<file path="config.mk">
export PLATFORM = sky130hd
export DESIGN_NAME = game_flow_controller
export DESIGN_NICKNAME = d
export VERILOG_FILES = /design/src/rtl/game_pkg.sv /design/src/rtl/lane_popcount.sv /design/src/rtl/game_flow_controller.sv
export SDC_FILE = /design/constraint.sdc
export NUM_CORES = 1
export LEC_CHECK = 0
export BUFFER_PORTS_ARGS = -buffer_cell sky130_fd_sc_hd__buf_2
export CAP_MARGIN = 15
export CORE_MARGIN = 4
export CORE_UTILIZATION = 55
export CTS_CLUSTER_DIAMETER = 50
export DETAILED_ROUTE_END_ITERATION = 10
export PLACE_DENSITY = 0.73
export SETUP_SLACK_MARGIN = 0.15
export SLEW_MARGIN = 40
export SYNTH_ARGS = -nofsm -noshare
export SYNTH_HDL_FRONTEND = slang
export SYNTH_SLANG_ARGS = --single-unit
</file>
<file path="constraint.sdc">
create_clock -name clock -period 7.1 [get_ports clock]
set_input_delay 0.355 -clock clock [delete_from_list [all_inputs] [get_ports clock]]
set_output_delay 0.355 -clock clock [all_outputs]
set_load 0.02 [all_outputs]
</file>
<file path="src/rtl/game_pkg.sv">
// Shared state encoding and field widths for the FlippyBit game sequencer.
package game_pkg;

  localparam int STATE_W   = 3;
  localparam int LIVES_W   = 4;
  localparam int LEVEL_W   = 4;
  localparam int LEVEL_MAX = 15;

  typedef enum logic [STATE_W-1:0] {
    ST_IDLE      = 3'd0,
    ST_CLEAR     = 3'd1,
    ST_RUNNING   = 3'd2,
    ST_CELEBRATE = 3'd3,
    ST_PENALTY   = 3'd4,
    ST_OVER      = 3'd5
  } state_t;

  function automatic int max_int(input int a, input int b);
    return (a > b) ? a : b;
  endfunction

endpackage

</file>
<file path="src/rtl/lane_popcount.sv">
// Combinational count of asserted lane strobes.
module lane_popcount #(
  parameter int NUM_LANES = 3
) (
  input  logic [NUM_LANES-1:0]             lanes,
  output logic [$clog2(NUM_LANES+1)-1:0]   count
);

  localparam int CNT_W = $clog2(NUM_LANES + 1);

  // NOTE: count is assigned before the loop so every path drives it and no latch is inferred.
  always_comb begin
    count = '0;
    for (int i = 0; i < NUM_LANES; i++) begin
      count = count + CNT_W'(lanes[i]);
    end
  end

endmodule

</file>
<file path="src/rtl/game_flow_controller.sv">
// Game sequencer: start/clear/run/feedback/over flow with lives, saturating score,
// level tracking and high score, driven by per-lane correct/game_over strobes.
module game_flow_controller
  import game_pkg::*;
#(
  parameter int NUM_LANES    = 3,
  parameter int SCORE_WIDTH  = 8,
  parameter int LIVES        = 3,
  parameter int HOLD_CYCLES  = 4,
  parameter int RESET_CYCLES = 2,
  parameter int LEVEL_STEP   = 10
) (
  input  logic                   clock,
  input  logic                   reset,
  input  logic                   start_button,
  input  logic [NUM_LANES-1:0]   correct,
  input  logic [NUM_LANES-1:0]   game_over,
  output logic [NUM_LANES-1:0]   lane_clear,
  output logic [STATE_W-1:0]     state,
  output logic [SCORE_WIDTH-1:0] score,
  output logic [SCORE_WIDTH-1:0] high_score,
  output logic [LIVES_W-1:0]     lives_left,
  output logic [LEVEL_W-1:0]     level
);

  localparam int PC_W    = $clog2(NUM_LANES + 1);
  localparam int SUM_W   = max_int(SCORE_WIDTH, PC_W) + 1;
  localparam int LIFE_W  = max_int(LIVES_W, PC_W);
  localparam int LC_W    = $clog2(LEVEL_STEP + NUM_LANES + 1);
  localparam int CNT_MAX = max_int(HOLD_CYCLES, RESET_CYCLES);
  localparam int CNT_W   = (CNT_MAX > 1) ? $clog2(CNT_MAX) : 1;

  localparam logic [SUM_W-1:0]   SCORE_MAX  = SUM_W'({SCORE_WIDTH{1'b1}});
  localparam logic [LC_W:0]      STEP_C     = (LC_W+1)'(LEVEL_STEP);
  localparam logic [LC_W:0]      LC_MAX     = (LC_W+1)'({LC_W{1'b1}});
  localparam logic [LIVES_W-1:0] LIVES_INIT = LIVES_W'(LIVES);
  localparam logic [LEVEL_W-1:0] LEVEL_TOP  = LEVEL_W'(LEVEL_MAX);
  localparam logic [CNT_W-1:0]   HOLD_LOAD  = CNT_W'(HOLD_CYCLES - 1);
  localparam logic [CNT_W-1:0]   CLEAR_LOAD = CNT_W'(RESET_CYCLES - 1);

  state_t             state_q;
  logic [CNT_W-1:0]   cnt;
  logic [LC_W-1:0]    lvl_cnt;
  logic               start_q;
  logic               start_pulse;
  logic               restart;
  logic [NUM_LANES-1:0] eff_hits;
  logic [PC_W-1:0]    hits;
  logic [PC_W-1:0]    misses;

  logic [SUM_W-1:0]       score_sum;
  logic [SCORE_WIDTH-1:0] score_next;
  logic [SCORE_WIDTH-1:0] high_next;
  logic [LIVES_W-1:0]     lives_next;
  logic [LC_W:0]          lvl_sum;
  logic [LC_W:0]          lvl_wrap;
  logic [LC_W-1:0]        lvl_next;
  logic                   level_up;

  assign state       = state_q;
  assign start_pulse = start_button & ~start_q;
  assign restart     = start_pulse &&
                       (state_q == ST_IDLE || state_q == ST_RUNNING || state_q == ST_OVER);

  // game_over wins on a lane that reports both strobes in the same cycle.
  assign eff_hits = correct & ~game_over;

  lane_popcount #(.NUM_LANES(NUM_LANES)) u_hit_count (
    .lanes (eff_hits),
    .count (hits)
  );

  lane_popcount #(.NUM_LANES(NUM_LANES)) u_miss_count (
    .lanes (game_over),
    .count (misses)
  );

  assign score_sum  = SUM_W'(score) + SUM_W'(hits);
  assign score_next = (score_sum > SCORE_MAX) ? '1 : score_sum[SCORE_WIDTH-1:0];
  assign high_next  = (score_next > high_score) ? score_next : high_score;
  assign lives_next = (LIFE_W'(misses) >= LIFE_W'(lives_left)) ? '0
                    : LIVES_W'(LIFE_W'(lives_left) - LIFE_W'(misses));

  // At most one level per cycle; any excess stays in the counter for later.
  assign lvl_sum  = (LC_W+1)'(lvl_cnt) + (LC_W+1)'(hits);
  assign level_up = (lvl_sum >= STEP_C);
  assign lvl_wrap = level_up ? (lvl_sum - STEP_C) : lvl_sum;
  assign lvl_next = (lvl_wrap > LC_MAX) ? '1 : lvl_wrap[LC_W-1:0];

  // NOTE: all state here uses non-blocking assignments so every register samples pre-edge values.
  always_ff @(posedge clock or posedge reset) begin
    if (reset) begin
      state_q    <= ST_IDLE;
      score      <= '0;
      high_score <= '0;
      lives_left <= LIVES_INIT;
      level      <= '0;
      lvl_cnt    <= '0;
      cnt        <= '0;
      start_q    <= 1'b0;
      lane_clear <= '1;
    end else begin
      start_q <= start_button;
      if (restart) begin
        state_q    <= ST_CLEAR;
        cnt        <= CLEAR_LOAD;
        score      <= '0;
        lives_left <= LIVES_INIT;
        level      <= '0;
        lvl_cnt    <= '0;
        lane_clear <= '1;
      end else begin
        case (state_q)
          ST_IDLE: begin
            lane_clear <= '1;
          end
          ST_CLEAR: begin
            if (cnt == '0) begin
              state_q    <= ST_RUNNING;
              lane_clear <= '0;
            end else begin
              cnt        <= cnt - 1'b1;
              lane_clear <= '1;
            end
          end
          ST_RUNNING: begin
            lane_clear <= correct | game_over;
            if (hits != '0) begin
              score   <= score_next;
              lvl_cnt <= lvl_next;
              if (level_up && level != LEVEL_TOP) level <= level + 1'b1;
            end
            if (misses != '0) begin
              lives_left <= lives_next;
              if (lives_next == '0) begin
                state_q    <= ST_OVER;
                lane_clear <= '1;
                high_score <= high_next;
              end else begin
                state_q <= ST_PENALTY;
                cnt     <= HOLD_LOAD;
              end
            end else if (hits != '0) begin
              state_q <= ST_CELEBRATE;
              cnt     <= HOLD_LOAD;
            end
          end
          ST_CELEBRATE, ST_PENALTY: begin
            lane_clear <= '0;
            if (cnt == '0) state_q <= ST_RUNNING;
            else           cnt     <= cnt - 1'b1;
          end
          ST_OVER: begin
            lane_clear <= '1;
          end
          default: begin
            state_q    <= ST_IDLE;
            lane_clear <= '1;
          end
        endcase
      end
    end
  end

endmodule
</file>
==> flow_summary.toml, run 1 <==
[run_status]
result_of_the_run = "completed"

[routing]
detail_route.drc_violations = 0
route.detailed.wl_per_inst_um = 15.6
finalWirelength_um = 5840
vias_per_cell = 5.94
first_pass_iters = 4
antenna_left = 0
route.vias.total = 2223
drt-initial-drc-count = 99

[cells_and_area]
layout-drive-gt1-share_pct = 23.9
finish.cell_count_without_fillers = 374
mostFrequentLayoutCells = "38 x buf_2, 32 x dfrtp_1, 27 x inv_1"
syn_to_final_growth_pct = 13.0
multiInputGateArea_mm2 = 0.00159
diodes = 0
finish.net_count = 352
final_common_cell = "buf_2"
fillCellCount = 397
area.sequential_um2 = 932

[floorplan]
die_area_mm2 = 0.00600
fp.coreArea_mm2 = 0.00450
initial_core_util_pct = 58.9
die-width_um = 77.4
placement_rows = 24
floorplan.die.height_um = 77.4
io_pins = 39

[setup_path]
rr_endpoint = "high_score[2]"
timing.setup.critical_path_class = "input port to register"
critical_path.reg2reg.startpoint = "score[0]"
setup.worst_path.end = "high_score[2]"
critPathMaxFanout = 8
crit_arrival_ns = 4.22
critical_path.cell_chain = "buf_2 > nor2b_1 > fa_1 > ha_1 > inv_1 > fa_1 > and3b_1 > and3_1 > nand3_1 > nand2_1 > ha_1 > nor2b_1 > o211ai_1 > a21oi_1 > o2111ai_4 > mux2_2"
end_kind = "register"
data_required_time_at_the_worst_endpoint_ns = 7.28
ff2ff_setup_slack_ns = 3.66
r2r.worst_path.cells = 13
setup.worst_path.start_class = "input port"
crit_start = "correct[0]"
slowest_stage = "fa_1"
largest_incremental_delay_on_the_critical_path_ns = 0.64

[sta]
finalHoldViolations = 0
layout_worst_path_cycle_share_pct = 56.9
post-route-min-period_ns = 4.04
setup_skew_after_layout_ns = 0.00856
hold_slack_ns = 0.196
report.final.slew_viol_count = 0
setup_violations = 0
rsz0062_at_grt = "false"
worst_case_headroom_to_the_max_slew_limit_pct = 43.8
max_clock_freq_ghz = 0.248
total_negative_slack_ns = 0
timing_worst_slew_pin_value_ns = 0.842

[global_route]
grt-ovfl-total = 0
groute.usage.overall_pct = 21.3
grt_pass1_vias = 2164
initial_antenna_violation_count = 0
grt_first_pass_wirelength_um = 10300
pin_count_of_the_biggest_net_entering_global_routing = 31

[clock_tree]
cts_sinks = 37
clockBufferDepth = 2
cts.reportedPaths.clkPinSlew_ns = 0.07
post_cts_buffers = 0
post_cts_resized = 0
clock_tree.htree_level_count = 2
worst_skew_pair.late_latency_ns = 0.29
cts_tree = "yes"
cts_root_buffer = "clkbuf_8"
tritoncts.num_buffers = 5

[synthesis]
synth_enable_flop_cells = 0
synth_async_sr_flop_share_pct = 100
synth.lib_cells_used.distinct = 65
ys_seq_elements = 37
synthesis.instances = 279
synth_warnings = 0
ys_seq_area_share_pct = 35.2
synthesis.area_mm2 = 0.00265
synth.avg_cell_area_um2 = 9.50
ys.flop_type = "dfrtp_1"
synth.net_count = 310

[run]
timing.max_cap.violations = 0

[placement]
dp_hpwl_um = 4480
finalWeightedCongestion = 0.912
number_of_buffer_cells_added_on_primary_ports = 38
placedCellCount = 365

[pwr]
post-layout-total-power_w = 0.00112
vdd_ir_drop_max_mv = 0.215
total_leakage_power_nw = 1.44
power_per_cell_area_mw_per_mm2 = 375

[hold_path]
min_path_type = "input port to register"
## critical path, delay by kind of cell
kind | cells | cell delay (ns)
adders and majority gates | 4 | 1.51
and+or+nand+nor | 6 | 1.21
AOI/OAI and AO/OA | 3 | 0.60
muxes | 1 | 0.38
buffers and inverters | 2 | 0.15
## cells by family (layout without fill, tap and decap cells)
group,after synthesis,count (layout),share of synthesized area (%)
xor gates and xnor gates,5,5,1.65
AOI/OAI and AO/OA,77,77,20.5
DFF,37,37,35.2
adders and majority gates,22,22,11.8
buffers and inverters,33,76,4.95
and+or+nand+nor,86,86,18.1
muxes,19,19,7.79
## final cells by class
type                    count  share of cell area, %
well taps                  52                   2.17
clock buffers               7                   2.88
clock inverters             1                  0.251
inverters                  27                   3.38
flip-flops and latches     37                   31.1
repair buffers             41                   7.18
multi-input cells         209                   53.0
## registers in the layout (all words and copies together), names as in the netlist
name,cells
start_q,1
lives_left,4
lvl_cnt,4
high_score,8
score,8
level,4
state,3
cnt,2
lane_clear,3
## cells in the mapped netlist, types with 6 or more instances
| library cell | n | area [µm²] |
|---|---|---|
| nand2_1 | 22 | 82.6 |
| mux2_2 | 13 | 146 |
| mux2i_1 | 6 | 60.1 |
| inv_1 | 27 | 101 |
| nor2_1 | 16 | 60.1 |
| ha_1 | 17 | 213 |
| nand2b_1 | 9 | 56.3 |
| nor2b_1 | 7 | 43.8 |
| a21oi_1 | 20 | 100 |
| nand3_1 | 7 | 35.0 |
| o21ai_0 | 16 | 80.1 |
| dfrtp_1 | 32 | 801 |
## where the power goes
part	switching [W]	internal, W	total [W]
Combinational	0.000373	0.000255	0.000628
Clock	0.0000753	0.0000789	0.000154
Sequential	0.0000620	0.000279	0.000341
## timing repair
item                                   4_1_cts  5_1_grt
hold buffers                                 1        0
endpoints found under the hold margin        4        0
setup endpoints to repair                    0        0
## routing by layer
| layer | share of wire, % | track usage [%] | wire, µm |
|---|---|---|---|
| met5 | 0 | 0 | 0 |
| met2 | 48 | 34.8 | 2790 |
| met3 | 3.8 | 4.05 | 222 |
| met4 | 2.1 | 8.54 | 125 |
| met1 | 46 | 27.9 | 2700 |
## worst min-delay path by stage
stage	from	end	slack, ns	cells after the start
2_1_floorplan	start_button	start_q	0.39	0
3_3_place_gp	reset	level[2]	0.29	2
3_5_place_dp	reset	level[2]	0.30	2
4_1_cts	start_button	start_q	0.19	1
5_1_grt	start_button	start_q	0.19	1
6_report	start_button	start_q	0.20	1
## metrics by stage
step | area [µm²] | setup WS, ns | utilization, %
2_1_floorplan | 2650 | 3.22 | -
3_3_place_gp | 2890 | 2.87 | 64.2
3_5_place_dp | 2890 | 2.75 | 64.2
4_1_cts | 3000 | 3.07 | 66.5
5_1_grt | 3000 | 2.77 | 66.5
6_report | 3000 | 3.06 | 66.5
Power figures use the tool's default switching activity.
==> inputs of run 2 (changes only) <==
ABC_AREA = 1   (was default)
CORE_UTILIZATION = 52   (was 55)
clock period = 3.2 ns   (was 7.1 ns; I/O delays follow)
==> run 2 against run 1 <==
Synthesized area shrank 2.6%. Sequential power grew 120%. Via count is 12% higher. Critical endpoint is now high_score[5]. Largest cell class unchanged.
==> flow_summary.toml, run 2 <==
[synthesis]
yosys.area.top_type_share_pct = 31.0
ys_seq_elements = 37
synth_enable_flop_cells = 0
yosys.cell_count.top_type = "nand2_1"
ys.flop_type = "dfrtp_1"
synth_warnings = 0
ys_seq_area_share_pct = 36.1
synth.lib_cells_used.distinct = 31
synthesis.area_mm2 = 0.00258
synth.net_count = 392
synth_top_cell_by_area = "dfrtp_1"
synth_async_sr_flop_share_pct = 100
synth.top_cells.by_count = "119 x nand2_1, 55 x inv_1, 35 x nand3_1"
synth.avg_cell_area_um2 = 7.15
synthesis.instances = 361
netlist_top_cells_area = "dfrtp_1 31%, nand2_1 17%, ha_1 8.2%"

[setup_path]
data_required_time_at_the_worst_endpoint_ns = 3.39
slowest_stage = "fa_1"
critical_path.cell_chain = "buf_8 > inv_4 > nor2_4 > fa_1 > ha_2 > inv_2 > fa_2 > nor3_4 > nand3_4 > nand2_4 > ha_4 > inv_2 > o21bai_1 > nand2_1 > nand2_1 > nand2_2 > a21oi_4 > nand2_4 > nand2_2 > nand2_2"
critPathMaxFanout = 8
crit_arrival_ns = 3.15
crit_path_frequent_cell = "nand2_2"
setup.worst_path.start_class = "input port"
end_kind = "register"
largest_incremental_delay_on_the_critical_path_ns = 0.57
timing.setup.critical_path_class = "input port to register"

[routing]
first_pass_iters = 5
vias_per_cell = 5.06
finalWirelength_um = 6080
antenna_left = 0
drt-initial-drc-count = 93
detail_route.drc_violations = 0
route.vias.total = 2479
route.detailed.wl_per_inst_um = 12.4

[sta]
hold_slack_ns = 0.197
report.final.slew_viol_count = 0
worst_case_headroom_to_the_max_slew_limit_pct = 67.6
layout_worst_path_cycle_share_pct = 92.7
post-route-min-period_ns = 2.97
timing_worst_slew_pin_value_ns = 0.485
setup_skew_after_layout_ns = 0.00663
rsz0062_at_grt = "true"
total_negative_slack_ns = 0
max_clock_freq_ghz = 0.337
setup_violations = 0
finalHoldViolations = 0

[run_status]
result_of_the_run = "completed"

[floorplan]
placement_rows = 25
io_pins = 39
die_area_mm2 = 0.00616
initial_core_util_pct = 54.3
floorplan.die.height_um = 78.5
die-width_um = 78.5
fp.coreArea_mm2 = 0.00475

[placement]
dpl_cell_area_mm2 = 0.00295
number_of_buffer_cells_added_on_primary_ports = 38
dp_hpwl_um = 4540
finalWeightedCongestion = 0.892

[global_route]
grt-ovfl-total = 0
grt_first_pass_wirelength_um = 10100
pin_count_of_the_biggest_net_entering_global_routing = 38
initial_antenna_violation_count = 0
grt_pass1_vias = 2350
groute.usage.overall_pct = 20.3

[pwr]
total_leakage_power_nw = 1.78
power_per_cell_area_mw_per_mm2 = 898
vdd_ir_drop_max_mv = 0.465

[clock_tree]
clock_tree.htree_level_count = 2
cts_root_buffer = "clkbuf_8"
worst_skew_pair.late_latency_ns = 0.29
tritoncts.num_buffers = 5
cts_sinks = 37
cts_tree = "yes"
clockBufferDepth = 2
cts.reportedPaths.clkPinSlew_ns = 0.08

[run]
timing.max_cap.violations = 0

[hold_path]
min_path_type = "input port to register"

[cells_and_area]
layout-drive-gt1-share_pct = 24.8
finish.net_count = 453
fin_area_mm2 = 0.00320
top_flop_regs = "high_score (8), score (8)"
diodes = 0
mostFrequentLayoutCells = "110 x nand2_1, 51 x inv_1, 36 x buf_2"
syn_to_final_growth_pct = 24.0
final_common_cell = "nand2_1"
## run 2: worst max-delay path: cells and delay by family
kind	cells	cell delay (ns)
adders and majority gates	4	1.31
buffers and inverters	4	0.22
and+or+nand+nor	10	1.11
AOI/OAI and AO/OA	2	0.34
## run 2: path summary, 6_finish.rpt
| check | cells past startpoint | startpoint | slack [ns] | end |
|---|---|---|---|---|
| min in group asynchronous | 4 | reset | 0.52 | high_score[5] |
| worst min-delay path | 5 | correct[0] | 0.20 | lane_clear[0] |
| worst max register to register | 16 | score[0] | 0.46 | high_score[5] |
| worst min register to register | 2 | cnt[1] | 0.47 | cnt[1] |
| max in group asynchronous | 4 | reset | 2.31 | lane_clear[1] |
| worst max-delay path | 20 | correct[1] | 0.23 | high_score[5] |
## run 2: where the power goes
part | leakage (nW) | switching [W] | internal [W]
Clock | 0.0455 | 0.000166 | 0.000176
Sequential | 0.484 | 0.000127 | 0.000622
Combinational | 1.25 | 0.00106 | 0.000722
## run 2: timing repair
item / CTS / global route
hold buffers: 2 / 0
endpoints found under the setup margin: 0 / 8
hold endpoints to repair: 33 / 0
gates resized for setup: 0 / 36
buffers inserted: 0 / 4
## run 2: per-stage QoR
step                setup WS (ns)  utilization, %  std cells  total power [W]
detailed placement        -0.0121            62.0        476          0.00229
floorplan                   0.176               -        361          0.00183
global placement           0.0513            62.0        476          0.00227
CTS                         0.289            64.3        486          0.00264
finish                      0.233            67.3        490          0.00288
global route               0.0697            67.3        490          0.00316
## run 2: area by class of cell
type | count | area (µm²)
Timing Repair Buffer | 56 | 350
Fill cell | 417 | 1550
Tap cell | 67 | 83.8
Inverter | 60 | 228
Clock buffer | 8 | 90.1
Sequential cell | 37 | 932
Multi-Input combinational cell | 262 | 1520
## run 2: kinds of logic (layout without fill, tap and decap cells)
group	after synthesis	in the layout	share of synthesized area, %
buffers and inverters	62	124	9.21
adders and majority gates	22	22	12.1
AOI/OAI and AO/OA	40	40	8.53
DFF	37	37	36.1
and+or+nand+nor	197	197	33.0
xor gates and xnor gates	3	3	1.02
## run 2: per-layer routing
layer	global-route usage, %	routed length (µm)
met1	24.8	2680
met2	37.2	3140
met3	2.52	177
met4	5.77	74
met5	0	0
==> inputs of run 3 (changes only) <==
CELL_PAD_IN_SITES_DETAIL_PLACEMENT = 1   (was default)
CELL_PAD_IN_SITES_GLOBAL_PLACEMENT = 2   (was default)
CORE_MARGIN = default   (was 4)
CORE_UTILIZATION = 29   (was 52)
CTS_CLUSTER_SIZE = 8   (was default)
PLACE_DENSITY = 0.72   (was 0.73)
==> run 3 against run 2 <==
First-iteration DRC count is 41% lower. Clock skew is 0.0022 ns higher. Critical endpoint is now high_score[7]. Largest cell class unchanged. Sequential power is 1% higher. Core utilization down 29 points. Largest power group unchanged. Setup slack got worse by 0.10 ns. Critical path type unchanged. Fmax shrank 3.4%. Wire length rose by 24%.
==> flow_summary.toml, run 3 (synthesized netlist as in run 2, its figures left out) <==
[global_route]
groute.usage.overall_pct = 16.9
grt-ovfl-total = 0
pin_count_of_the_biggest_net_entering_global_routing = 38
initial_antenna_violation_count = 0
grt_first_pass_wirelength_um = 11700
grt_pass1_vias = 2409

[setup_path]
largest_incremental_delay_on_the_critical_path_ns = 0.57
r2r.worst_path.cells = 15
critPathMaxFanout = 8
crit_start = "correct[1]"
crit_arrival_ns = 3.25
critical_path.reg2reg.startpoint = "score[0]"
ff2ff_setup_slack_ns = 0.34
slowest_stage = "fa_1"
end_kind = "register"
setup.worst_path.start_class = "input port"
timing.setup.critical_path_class = "input port to register"
rr_endpoint = "high_score[7]"
critical_path.cell_chain = "buf_8 > inv_4 > nor2_4 > fa_1 > ha_2 > inv_2 > fa_2 > nor3_4 > nand3_4 > nand2_1 > ha_1 > nand2_4 > nor2_4 > nand3_2 > nor2_4 > a21oi_4 > nand2_4 > nand2_1 > nand2_1"
data_required_time_at_the_worst_endpoint_ns = 3.38

[cells_and_area]
final_common_cell = "nand2_1"
syn_to_final_growth_pct = 28.8
finish.net_count = 454
fin_area_mm2 = 0.00333
mostFrequentLayoutCells = "108 x nand2_1, 52 x inv_1, 35 x buf_2"
layout-drive-gt1-share_pct = 26.9
final_util_pct = 38.3
diodes = 0
top_flop_regs = "high_score (8), score (8)"

[hold_path]
worstHoldEndpoint = "lane_clear[1]"
min_path_type = "input port to register"
timing.hold.worst_path_depth = 5
hold_start = "correct[1]"

[placement]
dp_hpwl_um = 5750
finalWeightedCongestion = 0.773
dpl_cell_area_mm2 = 0.00302
number_of_buffer_cells_added_on_primary_ports = 38

[floorplan]
initial_core_util_pct = 29.8
die_area_mm2 = 0.00929
io_pins = 39
die-width_um = 96.4
floorplan.die.height_um = 96.4
fp.coreArea_mm2 = 0.00868
placement_rows = 34

[sta]
setup_violations = 0
timing_worst_slew_pin_value_ns = 0.521
finalHoldViolations = 0
setup_skew_after_layout_ns = 0.00881
layout_worst_path_cycle_share_pct = 95.9
rsz0062_at_grt = "true"
post-route-min-period_ns = 3.07
max_clock_freq_ghz = 0.326
worst_case_headroom_to_the_max_slew_limit_pct = 65.2
report.final.slew_viol_count = 0
total_negative_slack_ns = 0

[routing]
route.layer.met1.wl_um = 3480
route.detailed.wl_per_inst_um = 14.2
vias_per_cell = 4.70
dr_wl_met2_um = 3830
routed-wl-met3_um = 170
detail_route.drc_violations = 0
route.vias.total = 2502
finalWirelength_um = 7560
first_pass_iters = 4
antenna_left = 0
drt-initial-drc-count = 55
topRoutingLayerUsed = "met4"

[pwr]
vdd_ir_drop_max_mv = 0.322
power_per_cell_area_mw_per_mm2 = 909
total_leakage_power_nw = 1.80

[run]
timing.max_cap.violations = 0

[clock_tree]
tritoncts.num_buffers = 5
clock_tree.htree_level_count = 2
worst_skew_pair.late_latency_ns = 0.29
cts.reportedPaths.clkPinSlew_ns = 0.09
cts_tree = "yes"
clockBufferDepth = 2
cts_sinks = 37
cts_root_buffer = "clkbuf_8"

[run_status]
result_of_the_run = "completed"
[run 3: timing repair]
| action | in CTS | in global routing |
|---|---|---|
| hold buffers | 2 | 0 |
| setup endpoints to repair | 0 | 8 |
| resized for setup | 0 | 42 |
| buffers inserted | 0 | 2 |
| hold endpoints to repair | 5 | 0 |
[run 3: per-stage QoR]
stage | total power [W] | setup slack [ns] | hold WS (ns) | std cells
2_1_floorplan | 0.00183 | 0.176 | 0.191 | 361
3_3_place_gp | 0.00236 | -0.0623 | 0.302 | 520
5_1_grt | 0.00331 | 0.00769 | 0.182 | 532
4_1_cts | 0.00285 | 0.198 | 0.170 | 530
3_5_place_dp | 0.00238 | -0.0897 | 0.306 | 520
6_report | 0.00302 | 0.130 | 0.154 | 532
[run 3: per-layer routing]
metal / vias up / track usage (%)
met5: - / 0
met3: 6 / 3.16
met4: 0 / 3.68
met2: 34 / 29.4
met1: 1199 / 21.6
li1: 1263 / -
[run 3: worst max-delay path by stage]
stage / to / cells after the start
6_report: high_score[7] / 19
3_5_place_dp: high_score[4] / 20
2_1_floorplan: high_score[0] / 18
3_3_place_gp: high_score[0] / 20
4_1_cts: high_score[4] / 19
5_1_grt: high_score[7] / 19
[run 3: layout make-up]
type / instances / area [µm²]
clock inverter: 2 / 37.5
sequential: 37 / 932
inverter: 60 / 228
clock buffer: 6 / 82.6
fill: 1116 / 5350
timing repair buffer: 57 / 357
tap: 108 / 135
multi-input combinational: 262 / 1560
[run 3: worst max-delay path, delay by kind of cell]
kind	cells	cell delay, ns
compound gates	1	0.17
fa+ha+maj	4	1.47
buf+inv	3	0.19
simple gates	11	1.25
[run 3: power breakdown]
part	switching (W)	total (W)	internal, W	leakage [nW]
combinational	0.00111	0.00183	0.000711	1.26
sequential	0.000135	0.000756	0.000622	0.484
clock	0.000187	0.000441	0.000254	0.0574
